**src/rtl/serial_sub.sv**
```systemverilog
// Bit-serial subtractor: diff = a - b, LSB first, one full-subtractor cell plus a borrow flop.
// Define SERIAL_SUB_SIGNED_OVF_EN to add the registered signed-overflow output ovf.
module serial_sub #(
  parameter int unsigned WIDTH = 4
) (
  input  logic             clk,
  input  logic             clear,
  input  logic             start,
  input  logic [WIDTH-1:0] a,
  input  logic [WIDTH-1:0] b,
  output logic             busy,
  output logic             done,
  output logic [WIDTH-1:0] diff,
`ifdef SERIAL_SUB_SIGNED_OVF_EN
  output logic             ovf,
`endif
  output logic             bout
);

  localparam int unsigned CntW = $clog2(WIDTH + 1);

  typedef enum logic [1:0] {StIdle, StShift, StDone} state_e;

  state_e            state_q, state_d;
  logic [WIDTH-1:0]  a_q, a_d;
  logic [WIDTH-1:0]  b_q, b_d;
  logic              br_q, br_d;
  logic [CntW-1:0]   cnt_q, cnt_d;
  logic              busy_q, busy_d;
  logic              done_q, done_d;
  logic [WIDTH-1:0]  diff_q, diff_d;
  logic              bout_q, bout_d;
  logic              d_bit;
  logic              br_next;
`ifdef SERIAL_SUB_SIGNED_OVF_EN
  logic              a_msb_q, a_msb_d;
  logic              b_msb_q, b_msb_d;
  logic              ovf_q, ovf_d;
`endif

  // Full-subtractor cell on the current LSBs.
  assign d_bit   = a_q[0] ^ b_q[0] ^ br_q;
  assign br_next = (~a_q[0] & b_q[0]) | (~a_q[0] & br_q) | (b_q[0] & br_q);

  always_comb begin
    state_d = state_q;
    a_d     = a_q;
    b_d     = b_q;
    br_d    = br_q;
    cnt_d   = cnt_q;
    busy_d  = busy_q;
    done_d  = 1'b0;
    diff_d  = diff_q;
    bout_d  = bout_q;
`ifdef SERIAL_SUB_SIGNED_OVF_EN
    a_msb_d = a_msb_q;
    b_msb_d = b_msb_q;
    ovf_d   = ovf_q;
`endif
    unique case (state_q)
      StIdle, StDone: begin
        if (start) begin
          a_d     = a;
          b_d     = b;
          br_d    = 1'b0;
          cnt_d   = '0;
          busy_d  = 1'b1;
          state_d = StShift;
`ifdef SERIAL_SUB_SIGNED_OVF_EN
          a_msb_d = a[WIDTH-1];
          b_msb_d = b[WIDTH-1];
`endif
        end else begin
          state_d = StIdle;
        end
      end
      StShift: begin
        a_d   = {d_bit, a_q[WIDTH-1:1]};
        b_d   = {1'b0, b_q[WIDTH-1:1]};
        br_d  = br_next;
        cnt_d = cnt_q + CntW'(1);
        if (cnt_q == CntW'(WIDTH - 1)) begin
          diff_d  = {d_bit, a_q[WIDTH-1:1]};
          bout_d  = br_next;
          busy_d  = 1'b0;
          done_d  = 1'b1;
          state_d = StDone;
`ifdef SERIAL_SUB_SIGNED_OVF_EN
          // Overflow only possible when operand signs differ.
          ovf_d = (a_msb_q != b_msb_q) && (d_bit != a_msb_q);
`endif
        end
      end
      default: begin
        state_d = StIdle;
        busy_d  = 1'b0;
      end
    endcase
  end

  always_ff @(posedge clk or negedge clear) begin
    if (!clear) begin
      state_q <= StIdle;
      a_q     <= '0;
      b_q     <= '0;
      br_q    <= 1'b0;
      cnt_q   <= '0;
      busy_q  <= 1'b0;
      done_q  <= 1'b0;
      diff_q  <= '0;
      bout_q  <= 1'b0;
`ifdef SERIAL_SUB_SIGNED_OVF_EN
      a_msb_q <= 1'b0;
      b_msb_q <= 1'b0;
      ovf_q   <= 1'b0;
`endif
    end else begin
      state_q <= state_d;
      a_q     <= a_d;
      b_q     <= b_d;
      br_q    <= br_d;
      cnt_q   <= cnt_d;
      busy_q  <= busy_d;
      done_q  <= done_d;
      diff_q  <= diff_d;
      bout_q  <= bout_d;
`ifdef SERIAL_SUB_SIGNED_OVF_EN
      a_msb_q <= a_msb_d;
      b_msb_q <= b_msb_d;
      ovf_q   <= ovf_d;
`endif
    end
  end

  assign busy = busy_q;
  assign done = done_q;
  assign diff = diff_q;
  assign bout = bout_q;
`ifdef SERIAL_SUB_SIGNED_OVF_EN
  assign ovf  = ovf_q;
`endif

endmodule
```
**config.mk**
```make
export PLATFORM = sky130hd
export DESIGN_NAME = serial_sub
export DESIGN_NICKNAME = d
export VERILOG_FILES = /design/src/rtl/serial_sub.sv
export SDC_FILE = /design/constraint.sdc
export NUM_CORES = 1
export LEC_CHECK = 0
export CAP_MARGIN = 20
export CORE_MARGIN = 8
export CORE_UTILIZATION = 36
export CTS_BUF_LIST = sky130_fd_sc_hd__clkbuf_2 sky130_fd_sc_hd__clkbuf_4 sky130_fd_sc_hd__clkbuf_8
export CTS_CLUSTER_SIZE = 24
export DETAILED_ROUTE_END_ITERATION = 8
export REMOVE_ABC_BUFFERS = 1
export SYNTH_ARGS = -nofsm -noshare
export SYNTH_HDL_FRONTEND = slang
export SYNTH_SLANG_ARGS = --single-unit
```
**constraint.sdc**
```tcl
create_clock -name clk -period 1.8 [get_ports clk]
set_clock_uncertainty 0.15 [all_clocks]
set_input_delay 0.54 -clock clk [delete_from_list [all_inputs] [get_ports clk]]
set_output_delay 0.54 -clock clk [all_outputs]
set_load 0.02 [all_outputs]
```
==> impl_metrics.ini, run 1 <==
[worst_hold_path]
holdCritPathClass = flip-flop to flip-flop
hp-start = diff[3]

[timing]
tightest_slew_ns = 0.442
fin_crit_ns = 1.73
max_freq_ghz = 0.578
rsz0062_at_grt = false
timing.slew.headroom = 0.705
finalHoldViolations = 0
hold-worst-slack_ns = 0.347
slew_viol_final = 0
setup_viol = 0
post-route-period-util = 0.961
setup_ws_ns = 0.0706
tns_ns = 0

[setup_path]
critPathCaptureType = output port
worstPathRequired_ns = 1.11
crit_family = flip-flops
path_cells = dlygate4sd2_1
crit_arrival_ns = 1.04
crit_buf_inv = 1
worstPathMaxFanout = 3
cp-start-kind = flip-flop
cp-startpoint = busy
worstSetupPathType = flip-flop to output port
reg2reg_from = a_q[0]
slowest_stage = dfrtp_1
max_stage_delay_ns = 0.41

[grt]
antenna_found_initial = 0
grt_max_degree = 22
grt_pass1_vias = 789
grt_first_pass_wirelength_microns = 3430
grtUsageTotal = 0.0836
gr-total-overflow = 0

[cts]
cts_buffers = 3
hold_buffers = 0
cts_tree = yes
root_buffer = clkbuf_4
htree_levels = 1
worstSkewPairLatency_ns = 0.30
clk_pin_slew_ns = 0.12
cts_sinks = 21
clk_path_buf_depth = 2

[detailed_routing]
route.antenna.remaining_nets = 0
dr.pass1.iters = 3
vias = 683
drcViolationCount = 0
via_per_inst = 4.99
drt_iter0_drc = 20
routedWlPerCell_microns = 14.0
wl_microns = 1920

[power_and_ir_drop]
ir_drop_mv = 0.941
p_sw_mw = 0.786
finalPower_mw = 2.14
switching_share = 0.367
leakage_nw = 0.592
pwr-share-clk = 0.113
p_int_mw = 1.35
p_per_area_mw_per_mm2 = 1670
seqPwrFrac = 0.419
p_comb_frac = 0.468

[job]
drv_cap = 0

[cells_and_area]
num-fill-cells = 259
instances_no_fill = 137
insertedDiodeCount = 0
drive_above_1_share = 0.151
syn_to_final_growth_pct = 21.1
fin_util = 0.462
nNetsFinal = 121
fin_area_sq_mm = 0.00128

[yosys]
ys_ff_latch = 21
async_flop_share = 1.00
ys_seq_area_frac = 0.496
synth_edf_count = 0
syn_area_per_cell_sq_um = 12.2
yosys_most_used_dff = dfrtp_1
yosys_warnings = 0
synthDistinctLibCells = 20
syn_inst = 87
synth_area_sq_mm = 0.00106

[die]
start_util = 0.381
rows = 19
die_h_microns = 70.3
io_pins = 18
core_area_sq_mm = 0.00278
die_area_sq_mm = 0.00494
dieWidth_microns = 70.3

[placed_design]
gp_congestion = 0.685
placed_cells = 133
portBuffers = 17
dp_hpwl_microns = 1400
dpl_worst_slack_ns = -0.0416
postPlaceCellArea_sq_mm = 0.00126

[status]
status = finished clean
[registers in the layout, summed over array words and instances, names as in the netlist]
| register | cells |
|---|---|
| a_q | 4 |
| b_q | 4 |
| diff | 4 |
| cnt_q | 3 |
| state_q | 2 |
| bout | 1 |
| br_q | 1 |
| busy | 1 |
| done | 1 |
[path summary, 6_finish.rpt]
| kind | endpoint | slack, ns | cells past startpoint |
|---|---|---|---|
| setup / recovery | busy | 0.07 | 1 |
| hold / removal | diff[3] | 0.35 | 2 |
| max in group asynchronous | bout | 0.86 | 2 |
| min in group asynchronous | diff[3] | 0.42 | 2 |
| setup reg to reg | br_q | 0.19 | 4 |
| hold reg to reg | diff[3] | 0.35 | 2 |
[power by group through the flow]
| stage | clock network, mW | logic [mW] | registers [mW] |
|---|---|---|---|
| floorplan | 0 | 0.621 | 0.987 |
| global placement | 0 | 1.04 | 0.906 |
| detailed placement | 0 | 1.07 | 0.916 |
| CTS | 0.255 | 1.02 | 0.901 |
| global route | 0.269 | 1.13 | 0.936 |
| finish | 0.242 | 1.00 | 0.896 |
[cell type report]
class                           count  area, sq um  share of cell area
Clock buffer                        4         30.0              0.0234
Multi-Input combinational cell     55          467               0.364
Inverter                            5         18.8              0.0146
Tap cell                           31         38.8              0.0302
Sequential cell                    21          526               0.409
Timing Repair Buffer               21          204               0.159
[synth_stat cells (2+ instances only)]
cell       n  share of area
buf_6      3          0.032
mux2i_1    9          0.085
mux2_2     2          0.021
mux2_4     5          0.071
a21oi_1    7          0.033
dfrtp_1   21           0.50
nand2_1    2         0.0071
a22o_1     4          0.033
ha_1       2          0.024
nor2b_1    7          0.041
buf_2      3          0.014
inv_1      5          0.018
nor2_1     3          0.011
a211oi_1   7          0.050
o21ai_0    2         0.0094
[cell usage in the layout, fill, tap and decap left out]
cell type        netlist  routed
nand3_1                1       1
mux2_4                 5       5
fa_1                   1       1
nor2b_1                7       7
buf_4                  0       3
mux2i_1                9       9
inv_1                  5       5
ha_1                   2       2
clkdlybuf4s50_1        0      10
dfrtp_1               21      21
a211oi_1               7       7
o21ai_1                1       1
buf_12                 0       1
dlygate4sd2_1          0       7
o21ai_0                2       2
nand3b_4               1       1
clkbuf_4               0       4
nor2_1                 3       3
nand2_1                2       2
mux2_2                 2       2
xnor2_1                1       1
a22o_1                 4       4
a21oi_1                7       7
[layer usage]
layer | GRT usage | share of wire
met4 | 0.0402 | 0.0078
met1 | 0.101 | 0.48
met3 | 0.0226 | 0.039
met2 | 0.134 | 0.47
met5 | 0 | 0
[timing repair]
item | 4_1_cts | 5_1_grt
buffers inserted | 0 | 0
gates resized for setup | 7 | 0
endpoints found under the setup margin | 7 | 0
[cells by family after synthesis]
| logic type | Yosys count | synth area share |
|---|---|---|
| AO/OA/AOI/OAI | 21 | 0.130 |
| flip-flops | 21 | 0.496 |
| multiplexers | 16 | 0.177 |
| AND/OR/NAND/NOR | 14 | 0.0826 |
| buffers and inverters | 11 | 0.0637 |
| adder cells (fa/ha/maj) | 3 | 0.0425 |
| XOR/XNOR | 1 | 0.00827 |
No activity file was read; power rests on OpenSTA's default activity.
==> run 2: changes to the inputs <==
- SETUP_SLACK_MARGIN: default -> 0.1
==> run 2 against run 1 <==
Global-route usage did not move. Largest power group unchanged. Critical path type unchanged. Final cell count did not move. Sequential cell count did not move. Sequential power barely moved.
==> impl_metrics.ini, run 2 (synthesized netlist as in run 1, its figures left out) <==
[setup_path]
crit_buf_inv = 1
reg2reg_from = a_q[0]
worstSetupPathType = flip-flop to output port
path_cells = clkdlybuf4s15_1
worstPathRequired_ns = 1.11
slowest_stage = dfrtp_1
worstPathMaxFanout = 3
timing.rr.end = br_q
cp-start-kind = flip-flop
regToRegSetupSlack_ns = 0.19
r2r_cells = 4
crit_family = flip-flops
critPathCaptureType = output port
max_stage_delay_ns = 0.42
crit_arrival_ns = 1.01

[worst_hold_path]
hp-start = diff[3]
min_path_cells = 2
worstHoldEndpoint = diff[3]
holdCritPathClass = flip-flop to flip-flop

[placed_design]
placed_cells = 133
dpl_worst_slack_ns = -0.0416
portBuffers = 17
gp_congestion = 0.685
dp_hpwl_microns = 1400

[detailed_routing]
vias = 684
wl_microns = 1920
drt_iter0_drc = 23
via_per_inst = 4.99
route.antenna.remaining_nets = 0
dr.pass1.iters = 4
routedWlPerCell_microns = 14.0
drcViolationCount = 0

[cts]
post-cts-setup-buffers = 0
htree_levels = 1
worstSkewPairLatency_ns = 0.30
cts_sinks = 21
root_buffer = clkbuf_4
cts_tree = yes
clk_path_buf_depth = 2
cts_buffers = 3
clk_pin_slew_ns = 0.12

[cells_and_area]
instances_no_fill = 137
layout_commonest_cell = dfrtp_1
multi_input_area_sq_um = 467
nNetsFinal = 121
syn_to_final_growth_pct = 20.2
layout_common_cells = dfrtp_1 (21), clkdlybuf4s50_1 (10), mux2i_1 (9)
insertedDiodeCount = 0
drive_above_1_share = 0.198
regArea_sq_um = 526
num-fill-cells = 266

[power_and_ir_drop]
p_per_area_mw_per_mm2 = 1680
finalPower_mw = 2.14
leakage_nw = 0.582
ir_drop_mv = 0.929

[grt]
grt_pass1_vias = 789
grtUsageTotal = 0.0836
antenna_found_initial = 0
gr-total-overflow = 0
grt_first_pass_wirelength_microns = 3430
grt_max_degree = 22

[timing]
slew_viol_final = 0
post-route-period-util = 0.943
finalHoldViolations = 0
rsz0062_at_grt = true
setup_ws_ns = 0.103
max_freq_ghz = 0.589
fin_crit_ns = 1.70
tightest_slew_ns = 0.442
setup_viol = 0
timing.slew.headroom = 0.705

[die]
die_h_microns = 70.3
rows = 19
dieWidth_microns = 70.3
io_pins = 18
die_area_sq_mm = 0.00494
start_util = 0.381
core_area_sq_mm = 0.00278

[status]
status = finished clean

[job]
drv_cap = 0
run 2: changes by cell type in the layout (fill, tap and decap cells not counted), sizes merged:
| cell | delta |
|---|---|
| dlygate4sd2 | -7 |
| clkbuf | +4 |
| clkdlybuf4s15 | +3 |
run 2: repair_timing:
item / CTS / global route
hold buffers: 0 / 0
resized for setup: 13 / 6
endpoints found under the setup margin: 7 / 6
run 2: worst max path at each step:
stage / slack (ns) / cells past startpoint / end / from
global route: 0.06 / 1 / busy / busy
CTS: 0.05 / 1 / busy / busy
detailed placement: -0.04 / 5 / b_q[1] / start
floorplan: 0.29 / 2 / bout / state_q[1]
global placement: -0.001 / 4 / cnt_q[2] / start
finish: 0.10 / 1 / busy / busy
run 2: stage by stage:
step / util / instance area, sq um / setup TNS, ns / hold slack, ns
CTS: 0.464 / 1290 / 0 / 0.362
floorplan: - / 1010 / 0 / 0.0944
global placement: 0.454 / 1260 / -0.00123 / 0.313
detailed placement: 0.454 / 1260 / -0.163 / 0.335
finish: 0.458 / 1270 / 0 / 0.352
global route: 0.458 / 1270 / 0 / 0.402
run 2: area by class of cell:
type,instances,area share
inverters,5,0.0147
flip-flops and latches,21,0.413
multi-input cells,55,0.366
well taps,31,0.0305
clock buffers,4,0.0236
repair buffers,21,0.152
run 2: per-layer routing:
| metal | share of wire | vias up | global-route usage | routed length, microns |
|---|---|---|---|---|
| li1 | - | 341 | - | - |
| met1 | 0.48 | 331 | 0.101 | 925 |
| met2 | 0.47 | 10 | 0.134 | 899 |
| met3 | 0.041 | 2 | 0.0226 | 78 |
| met4 | 0.0078 | 0 | 0.0402 | 15 |
| met5 | 0 | - | 0 | 0 |
run 2: power breakdown:
group | internal, mW | leakage, nW | switching, mW
clock network | 0.101 | 0.0184 | 0.140
logic | 0.556 | 0.310 | 0.443
registers | 0.693 | 0.254 | 0.206
